==> config.mk <==
export PLATFORM = sky130hd
export DESIGN_NAME = coin_accumulator
export DESIGN_NICKNAME = d
export VERILOG_FILES = /design/src/rtl/vm_pkg.sv /design/src/rtl/coin_accumulator_idle_timer.sv /design/src/rtl/coin_accumulator.sv
export SDC_FILE = /design/constraint.sdc
export NUM_CORES = 1
export LEC_CHECK = 0
export CORE_ASPECT_RATIO = 1.2
export CORE_MARGIN = 2
export CORE_UTILIZATION = 31
export CTS_BUF_LIST = sky130_fd_sc_hd__clkbuf_2 sky130_fd_sc_hd__clkbuf_4 sky130_fd_sc_hd__clkbuf_8
export CTS_CLUSTER_SIZE = 28
export DETAILED_ROUTE_END_ITERATION = 8
export GPL_TIMING_DRIVEN = 0
export SETUP_SLACK_MARGIN = 0.4
export SLEW_MARGIN = 20
export SYNTH_ARGS = -nofsm -noshare
export SYNTH_HDL_FRONTEND = slang
export SYNTH_SLANG_ARGS = --single-unit
==> constraint.sdc <==
create_clock -name clk_i -period 4.68 [get_ports clk_i]
set_input_delay 0.468 -clock clk_i [delete_from_list [all_inputs] [get_ports clk_i]]
set_output_delay 0.468 -clock clk_i [all_outputs]
set_load 0.005 [all_outputs]
==> src/rtl/vm_pkg.sv <==
// Shared vending-machine definitions: coin codes and values, credit FSM states,
// and product prices used by both coin_accumulator and money_manager.
package vm_pkg;

    typedef enum logic [1:0] {
        COIN_5  = 2'b00,
        COIN_10 = 2'b01,
        COIN_20 = 2'b10,
        COIN_50 = 2'b11
    } coin_t;

    localparam logic [7:0] COIN_VAL_5  = 8'd5;
    localparam logic [7:0] COIN_VAL_10 = 8'd10;
    localparam logic [7:0] COIN_VAL_20 = 8'd20;
    localparam logic [7:0] COIN_VAL_50 = 8'd50;

    localparam logic [7:0] PRICE_A = 8'd25;
    localparam logic [7:0] PRICE_B = 8'd50;
    localparam logic [7:0] PRICE_C = 8'd75;

    typedef enum logic [1:0] {
        ST_IDLE    = 2'd0,
        ST_COLLECT = 2'd1,
        ST_COMMIT  = 2'd2,
        ST_REFUND  = 2'd3
    } state_t;

    function automatic logic [7:0] coin_value(input coin_t code);
        logic [7:0] val;
        case (code)
            COIN_5:  val = COIN_VAL_5;
            COIN_10: val = COIN_VAL_10;
            COIN_20: val = COIN_VAL_20;
            default: val = COIN_VAL_50;
        endcase
        return val;
    endfunction

endpackage

==> src/rtl/coin_accumulator_idle_timer.sv <==
// Idle timeout for the COLLECT state: a down-counter reloaded on every accepted
// coin, flagging expiry on the cycle whose edge must enter REFUND.
module idle_timer #(
    parameter int TIMEOUT_CYCLES = 1000
) (
    input  logic clk_i,
    input  logic reset_i,
    input  logic clear_i,
    input  logic run_i,
    output logic expired_o
);

    localparam int W = $clog2(TIMEOUT_CYCLES + 1);
    localparam logic [W-1:0] LOAD = W'(TIMEOUT_CYCLES - 1);

    logic [W-1:0] cnt_q, cnt_d;

    always_comb begin
        cnt_d = cnt_q;
        if (clear_i) begin
            cnt_d = LOAD;
        end else if (run_i && (cnt_q != '0)) begin
            cnt_d = cnt_q - W'(1);
        end
    end

    always_ff @(posedge clk_i) begin
        if (reset_i) begin
            cnt_q <= '0;
        end else begin
            cnt_q <= cnt_d;
        end
    end

    // Loaded with TIMEOUT_CYCLES-1 so the terminal count lines up with the
    // TIMEOUT_CYCLES-th edge after the accepting edge.
    assign expired_o = run_i && (cnt_q == '0);

endmodule

==> src/rtl/coin_accumulator.sv <==
// Front-end credit stage: accumulates coins, handles cancel/timeout refunds and
// presents the settled credit downstream until the transaction completes.
//
// state      | meaning
// -----------+---------------------------------------------------------------
// ST_IDLE    | no credit; first accepted coin moves to COLLECT
// ST_COLLECT | accumulating; cancel > timeout > buy_req > coin
// ST_COMMIT  | credit presented downstream, waiting for mgr_done
// ST_REFUND  | one-cycle refund pulse of the held credit, then IDLE
module coin_accumulator
    import vm_pkg::*;
#(
    parameter int MAX_CREDIT     = 200,
    parameter int TIMEOUT_CYCLES = 1000
) (
    input  logic       clk_i,
    input  logic       reset_i,
    input  logic       coin_valid_i,
    input  logic [1:0] coin_type_i,
    input  logic       buy_req_i,
    input  logic       cancel_i,
    input  logic       mgr_done_i,
    output logic [7:0] money_inserted_o,
    output logic       money_valid_o,
    output logic [7:0] credit_o,
    output logic       coin_reject_o,
    output logic       refund_o,
    output logic [7:0] refund_amount_o,
    output logic       busy_o
);

    state_t     state_q, state_d;
    logic [7:0] credit_q, credit_d;
    logic [7:0] money_inserted_q, money_inserted_d;
    logic       money_valid_q, money_valid_d;
    logic       coin_reject_q, coin_reject_d;
    logic       refund_q, refund_d;
    logic [7:0] refund_amount_q, refund_amount_d;
    logic       busy_q, busy_d;

    logic [8:0] coin_sum;
    logic       coin_fits;
    logic       timer_clear;
    logic       timer_run;
    logic       timer_expired;

    assign coin_sum  = {1'b0, credit_q} + {1'b0, coin_value(coin_t'(coin_type_i))};
    assign coin_fits = (coin_sum <= 9'(MAX_CREDIT));
    assign timer_run = (state_q == ST_COLLECT);

    idle_timer #(
        .TIMEOUT_CYCLES(TIMEOUT_CYCLES)
    ) u_idle_timer (
        .clk_i     (clk_i),
        .reset_i   (reset_i),
        .clear_i   (timer_clear),
        .run_i     (timer_run),
        .expired_o (timer_expired)
    );

    always_comb begin
        state_d          = state_q;
        credit_d         = credit_q;
        money_inserted_d = 8'd0;
        money_valid_d    = 1'b0;
        coin_reject_d    = 1'b0;
        refund_d         = 1'b0;
        refund_amount_d  = 8'd0;
        timer_clear      = 1'b0;

        case (state_q)
            ST_IDLE: begin
                if (coin_valid_i) begin
                    if (coin_fits) begin
                        credit_d    = coin_sum[7:0];
                        state_d     = ST_COLLECT;
                        timer_clear = 1'b1;
                    end else begin
                        coin_reject_d = 1'b1;
                    end
                end
            end
            ST_COLLECT: begin
                if (cancel_i || timer_expired) begin
                    state_d         = ST_REFUND;
                    refund_d        = 1'b1;
                    refund_amount_d = credit_q;
                    coin_reject_d   = coin_valid_i;
                end else if (buy_req_i) begin
                    state_d          = ST_COMMIT;
                    money_valid_d    = 1'b1;
                    money_inserted_d = credit_q;
                    coin_reject_d    = coin_valid_i;
                end else if (coin_valid_i) begin
                    if (coin_fits) begin
                        credit_d    = coin_sum[7:0];
                        timer_clear = 1'b1;
                    end else begin
                        coin_reject_d = 1'b1;
                    end
                end
            end
            ST_COMMIT: begin
                coin_reject_d = coin_valid_i;
                if (mgr_done_i) begin
                    state_d  = ST_IDLE;
                    credit_d = 8'd0;
                end else begin
                    money_valid_d    = 1'b1;
                    money_inserted_d = credit_q;
                end
            end
            ST_REFUND: begin
                coin_reject_d = coin_valid_i;
                state_d       = ST_IDLE;
                credit_d      = 8'd0;
            end
            default: begin
                state_d  = ST_IDLE;
                credit_d = 8'd0;
            end
        endcase

        busy_d = (state_d != ST_IDLE);
    end

    always_ff @(posedge clk_i) begin
        if (reset_i) begin
            state_q          <= ST_IDLE;
            credit_q         <= 8'd0;
            money_inserted_q <= 8'd0;
            money_valid_q    <= 1'b0;
            coin_reject_q    <= 1'b0;
            refund_q         <= 1'b0;
            refund_amount_q  <= 8'd0;
            busy_q           <= 1'b0;
        end else begin
            state_q          <= state_d;
            credit_q         <= credit_d;
            money_inserted_q <= money_inserted_d;
            money_valid_q    <= money_valid_d;
            coin_reject_q    <= coin_reject_d;
            refund_q         <= refund_d;
            refund_amount_q  <= refund_amount_d;
            busy_q           <= busy_d;
        end
    end

    assign money_inserted_o = money_inserted_q;
    assign money_valid_o    = money_valid_q;
    assign credit_o         = credit_q;
    assign coin_reject_o    = coin_reject_q;
    assign refund_o         = refund_q;
    assign refund_amount_o  = refund_amount_q;
    assign busy_o           = busy_q;

endmodule

After elaboration in Yosys (flattened, before gate mapping)
Index checks and enable logic that the tools add are counted.
- bits in registers: 40
- input bits: 8
- output and inout bits: 28
- word-level logic and storage cells: 69
- add/sub/neg operators: 2
- order comparisons: 1
- eq/ne operators: 7
- mux-type cells: 33
- bitwise operators: 2
- reductions and logical operators: 14
- operators by type and width (operator ; number):
    $mux 8 ; 7
    $pmux 8 s4 ; 1
    $mux 10 ; 2
    $pmux 6 s3 ; 1
    $pmux 8 s2 ; 1
    $mux 1 ; 12
    $logic_not 10->1 ; 1
    $mux 2 ; 5
    $reduce_bool 10->1 ; 1
    $sub 10x1->10 const B ; 1
    $add 8x8->9 ; 1
    $le 9x8->1 const B ; 1
    $pmux 2 s4 ; 1
    $eq 2x2->1 const B ; 3
    $reduce_or 2->1 ; 3
    $eq 2x1->1 const B ; 2
    $logic_not 2->1 ; 2
    $ne 2x2->1 const B ; 2
    $pmux 1 s2 ; 2
    $reduce_bool 2->1 ; 2
    $pmux 1 s3 ; 1
    $reduce_or 3->1 ; 1
    $logic_and 1x1->1 ; 2
    $not 1->1 ; 2
    2 further kinds ; 2

Logic depth before layout (Yosys ltp)
- depth in word-level cells: 10
- depth in mapped cells: 12
- gate-level depth less buffers: 11

Cells and area by module
A second synthesis with hierarchy kept.
- cell total of the unflattened synthesis: 224
- area total of the unflattened synthesis: 2023.2 sq um
- by module, submodules not included (module ; times used ; cells each ; area each (sq um) ; sequential area each (sq um)):
    coin_accumulator ; 1 ; 158 ; 1476.4 ; 600.6
    idle_timer ; 1 ; 66 ; 546.8 ; 200.2

Worst setup path before layout
OpenSTA, ideal clock, no wires.
- path type: input to register
- start: input coin_type_i[1]
- end: register u_idle_timer.cnt_q[3]
- library setup time: 0.116 ns
- arrival time: 2.682 ns
- required time: 4.564 ns
- slack: 1.882 ns
- cell stages on the path: 12
- buffers on the path: 1
- path through: nor2_1 > ha_1 > inv_1 > fa_1 > nor2b_1 > o21ai_2 > xnor2_1 > o41ai_2 > o211ai_2 > or2_1 > buf_4 > and3_1
- cells in the longest elaborated chain, start to end: 10
- elaborated cells between the ends (all ways): 12
- classes of those cells: add/sub: 1; order compare: 1; eq/ne: 2; mux: 6; reduce/logical: 2
- ends and longest elaborated chain (item ; line ; text):
    start, declared ; coin_accumulator.sv:19 ; input logic [1:0] coin_type_i,
    $eq 2x2->1, or another cell as far along ; vm_pkg.sv:30 ; case (code)
    $pmux 6 s3 (*) ; vm_pkg.sv:30 ;
    $add 8x8->9 (*) ; coin_accumulator.sv:47 ; assign coin_sum = {1'b0, credit_q} + {1'b0, coin_value(coin_t'(coin_type_i))};
    $le 9x8->1 (*) ; coin_accumulator.sv:48 ; assign coin_fits = (coin_sum <= 9'(MAX_CREDIT));
    $mux 1 (*) ; coin_accumulator.sv:74, coin_accumulator.sv:95 ;
    $mux 1 (*) ; coin_accumulator.sv:73 ; if (coin_valid_i) begin
    $mux 1 ; coin_accumulator.sv:89 ; end else if (buy_req_i) begin
    $mux 1 ; coin_accumulator.sv:84 ; if (cancel_i || timer_expired) begin
    $pmux 1 s2 (*) ; coin_accumulator.sv:71 ; case (state_q)
    $reduce_or 2->1 (no source line) (*) ; n/a ;
    end signal, assigned ; coin_accumulator_idle_timer.sv:31 ; cnt_q <= cnt_d;
    end, declared ; coin_accumulator_idle_timer.sv:16 ; logic [W-1:0] cnt_q, cnt_d;
Mark *: on every way between the ends. The rest lies on a longest branch, timed or not.
A chain may end at the register's enable or synchronous reset.

Final worst setup path
Same ends and word-level chain as after synthesis.

==> impl_metrics.toml <==
[placement]
place.gp.congestion = 0.799
numPortBuffers = 35
dp_hpwl_mm = 3.00
dpl-instance-area_um2 = 2410

[clock_tree]
worst_setup_hold_path_clk_slew_ns = 0.08
cts_made_buffers = 5
clkLatencyLatePin_ns = 0.29
cts_hold_buffers = 0
h-tree-depth = 2
clock_sinks = 40
cts_resized = 0
postCtsSetupBuffers = 0
clock_tree_from_tritoncts = "done"
clock_path_buffers = 2
cts.root.buffer_cell = "sky130_fd_sc_hd__clkbuf_8"

[global_route]
met1_use_gr = 0.135
number_of_global_route_vias_before_repair = 1394
globalRouteOverflowTotal = 0
grt_start_max_net_pins = 15
grt.busiest_layer = "met2"
groute.layer.met3.usage = 0.0258
globalRouteMet2Util = 0.189
antenna_found_initial = 0
groute.usage.overall = 0.114
grt_first_pass_wirelength_mm = 6.33

[worst_setup_path]
critical_path.max_stage_delay_ns = 0.47
setup.worst_path.start_class = "input pin"
crit_path_max_fanout = 10
path_buf_inv = 3
crit_path_end_kind = "flop"
crit_type = "in2reg"
series_of_cell_instances_along_the_critical_path = "clkdlybuf4s50_1, nor2_1, ha_1, inv_1, fa_1, nor2b_1, o21ai_2, xnor2_1, o41ai_2, o211ai_2, or2_1, buf_4, and3_1"
cp_data_arrival_time_ns = 3.43
crit_path_top_delay_cell = "sky130_fd_sc_hd__clkdlybuf4s50_1"
timing.critical_path.max_delay_family = "simple AND/OR/NAND/NOR gates"
worstPathRequired_ns = 4.87

[power_and_ir_drop]
design_power_total_mw = 1.15
total_power_density_per_cell_area_nw_per_um2 = 456
leakage_power_summed_over_all_cells_nw = 0.978
ir_drop_v = 0.000139

[worst_hold_path]
min_path_type = "reg2reg"

[routing]
antenna_violating_nets_left = 0
drt_drc_violations_left = 0
detail_route.wl_per_cell_um = 12.1
route.vias.total = 1533
drt-initial-drc-count = 35
totalWireLength_mm = 3.97
drt-vias-per-instance = 4.69
dr.pass1.iters = 4

[timing]
slew_at_the_pin_closest_to_its_max_slew_limit_ns = 0.509
final-hold-violation-count = 0
rsz0062_at_grt = "no"
final.period_utilization = 0.692
timing.fmax_ghz = 0.309
drv_slew = 0
totalNegativeSetupSlack_ns = 0
relSlewSlack = 0.656
finalCriticalPeriod_ns = 3.24
setup_viol = 0
finalClockSkew_ns = 0.00172

[outcome]
status = "completed"

[synthesis]
synth.cell_area_um2 = 1950
synthesis.nets = 223
seq_area_frac_synth = 0.410
synth-edff-count = 0
synthesis.area_per_instance_um2 = 9.68
netlist-cell-type-count = 53
postSynth.asyncResetShare = 0
synth_cells = 202
ys_seq_elements = 40
count_of_synthesis_stage_warnings_from_yosys = 0
yosys_most_used_dff = "sky130_fd_sc_hd__dfxtp_1"

[finish]
share_of_post_route_cells_with_drive_strength_above_1 = 0.0980
fin_nets = 265
syn2layout_area_growth_pct = 29.1
final_instance_area_um2 = 2520
insertedDiodeCount = 0

[die]
dieArea_um2 = 6960
start_util = 0.323
pin_count = 36
total_number_of_placement_rows = 31
die_height_um = 91.0
core-area_um2 = 6050
die_width_um = 76.5

[job]
max-cap-violations = 0
state kept, by name (all words and copies together) (netlist names):
register and cells:
state_q 2, busy_o 1, credit_o 8, coin_reject_o 1, refund_o 1, u_idle_timer.cnt_q 10, money_inserted_o 8, money_valid_o 1
refund_amount_o 8
cell families (layout without fill, tap and decap cells):
kind of cell | count (synthesis) | in the layout | share of synthesized area
AO/OA/AOI/OAI | 43 | 43 | 0.184
XOR/XNOR | 12 | 12 | 0.0538
adder cells (fa/ha/maj) | 13 | 13 | 0.0871
buffers and inverters | 17 | 60 | 0.0371
flip-flops | 40 | 40 | 0.410
AND/OR/NAND/NOR | 77 | 77 | 0.229
Yosys cell counts, drive strengths merged (5+ instances only):
master	instances	area, um2
and2	17	106
dfxtp	40	801
ha	12	150
a21oi	11	55.1
inv	11	41.3
o2bb2ai	5	50.0
nor3	9	50.1
nand2	6	22.5
nor2	16	60.1
xnor2	7	61.3
nor2b	6	37.5
xor2	5	43.8
metal layers:
layer,vias up,part of all wire
li1,799,-
met1,695,0.48
met2,29,0.46
met3,10,0.034
met4,0,0.032
met5,-,0
worst register-to-register path: cells and delay by family (launching register included):
kind,cells,cell delay (ns)
DFF,1,0.42
AOI/OAI and AO/OA,3,0.70
and+or+nand+nor,3,0.69
adders and majority gates,2,0.61
xor gates and xnor gates,1,0.16
buffers and inverters,2,0.23
where the power goes:
part	switching, mW	internal (mW)
logic	0.216	0.203
registers	0.0522	0.392
clock network	0.125	0.161
final cells by class:
class / instances / area (um2)
fillers: 628 / 3530
multi-input cells: 145 / 1080
flip-flops and latches: 40 / 801
repair buffers: 35 / 350
well taps: 82 / 103
clock buffers: 5 / 68.8
clock inverters: 3 / 46.3
inverters: 11 / 41.3
plain buffers: 6 / 31.3
per-stage QoR:
step / hold slack, ns / setup WS, ns / utilization / std cells
after floorplan: 0.494 / 1.88 / - / 202
after global placement: 0.528 / 1.14 / 0.398 / 319
after detailed placement: 0.528 / 1.13 / 0.398 / 319
after CTS: 0.540 / 1.44 / 0.417 / 327
after global routing: 0.555 / 1.22 / 0.417 / 327
final: 0.531 / 1.44 / 0.417 / 327
layout by cell type (no fill, tap or decap), drive strengths merged, types with 3 or more instances in the layout:
cell	Yosys	routed
clkdlybuf4s50	0	35
buf	3	3
xnor2	7	7
and2	17	17
and3	4	4
o2bb2ai	5	5
nor3	9	9
xor2	5	5
nor2b	6	6
ha	12	12
nor2	16	16
o211ai	3	3
o21ai	3	3
a21oi	11	11
dfxtp	40	40
nor3b	3	3
o21a	3	3
clkbuf	3	8
inv	11	12
nand2	6	6
or2	4	4
a22o	4	4
path summary, 6_finish.rpt:
check | start | endpoint | slack, ns | cells past startpoint
worst max-delay path | coin_type_i[1] | u_idle_timer.cnt_q[3]$_SDFFE_PP0P_ | 1.44 | 13
worst min-delay path | credit_o[2]$_SDFFE_PP0P_ | credit_o[2]$_SDFFE_PP0P_ | 0.53 | 1
worst max register to register | credit_o[0]$_SDFFE_PP0P_ | u_idle_timer.cnt_q[3]$_SDFFE_PP0P_ | 1.78 | 11
worst min register to register | credit_o[2]$_SDFFE_PP0P_ | credit_o[2]$_SDFFE_PP0P_ | 0.53 | 1
No activity file was read; power rests on OpenSTA's default activity.
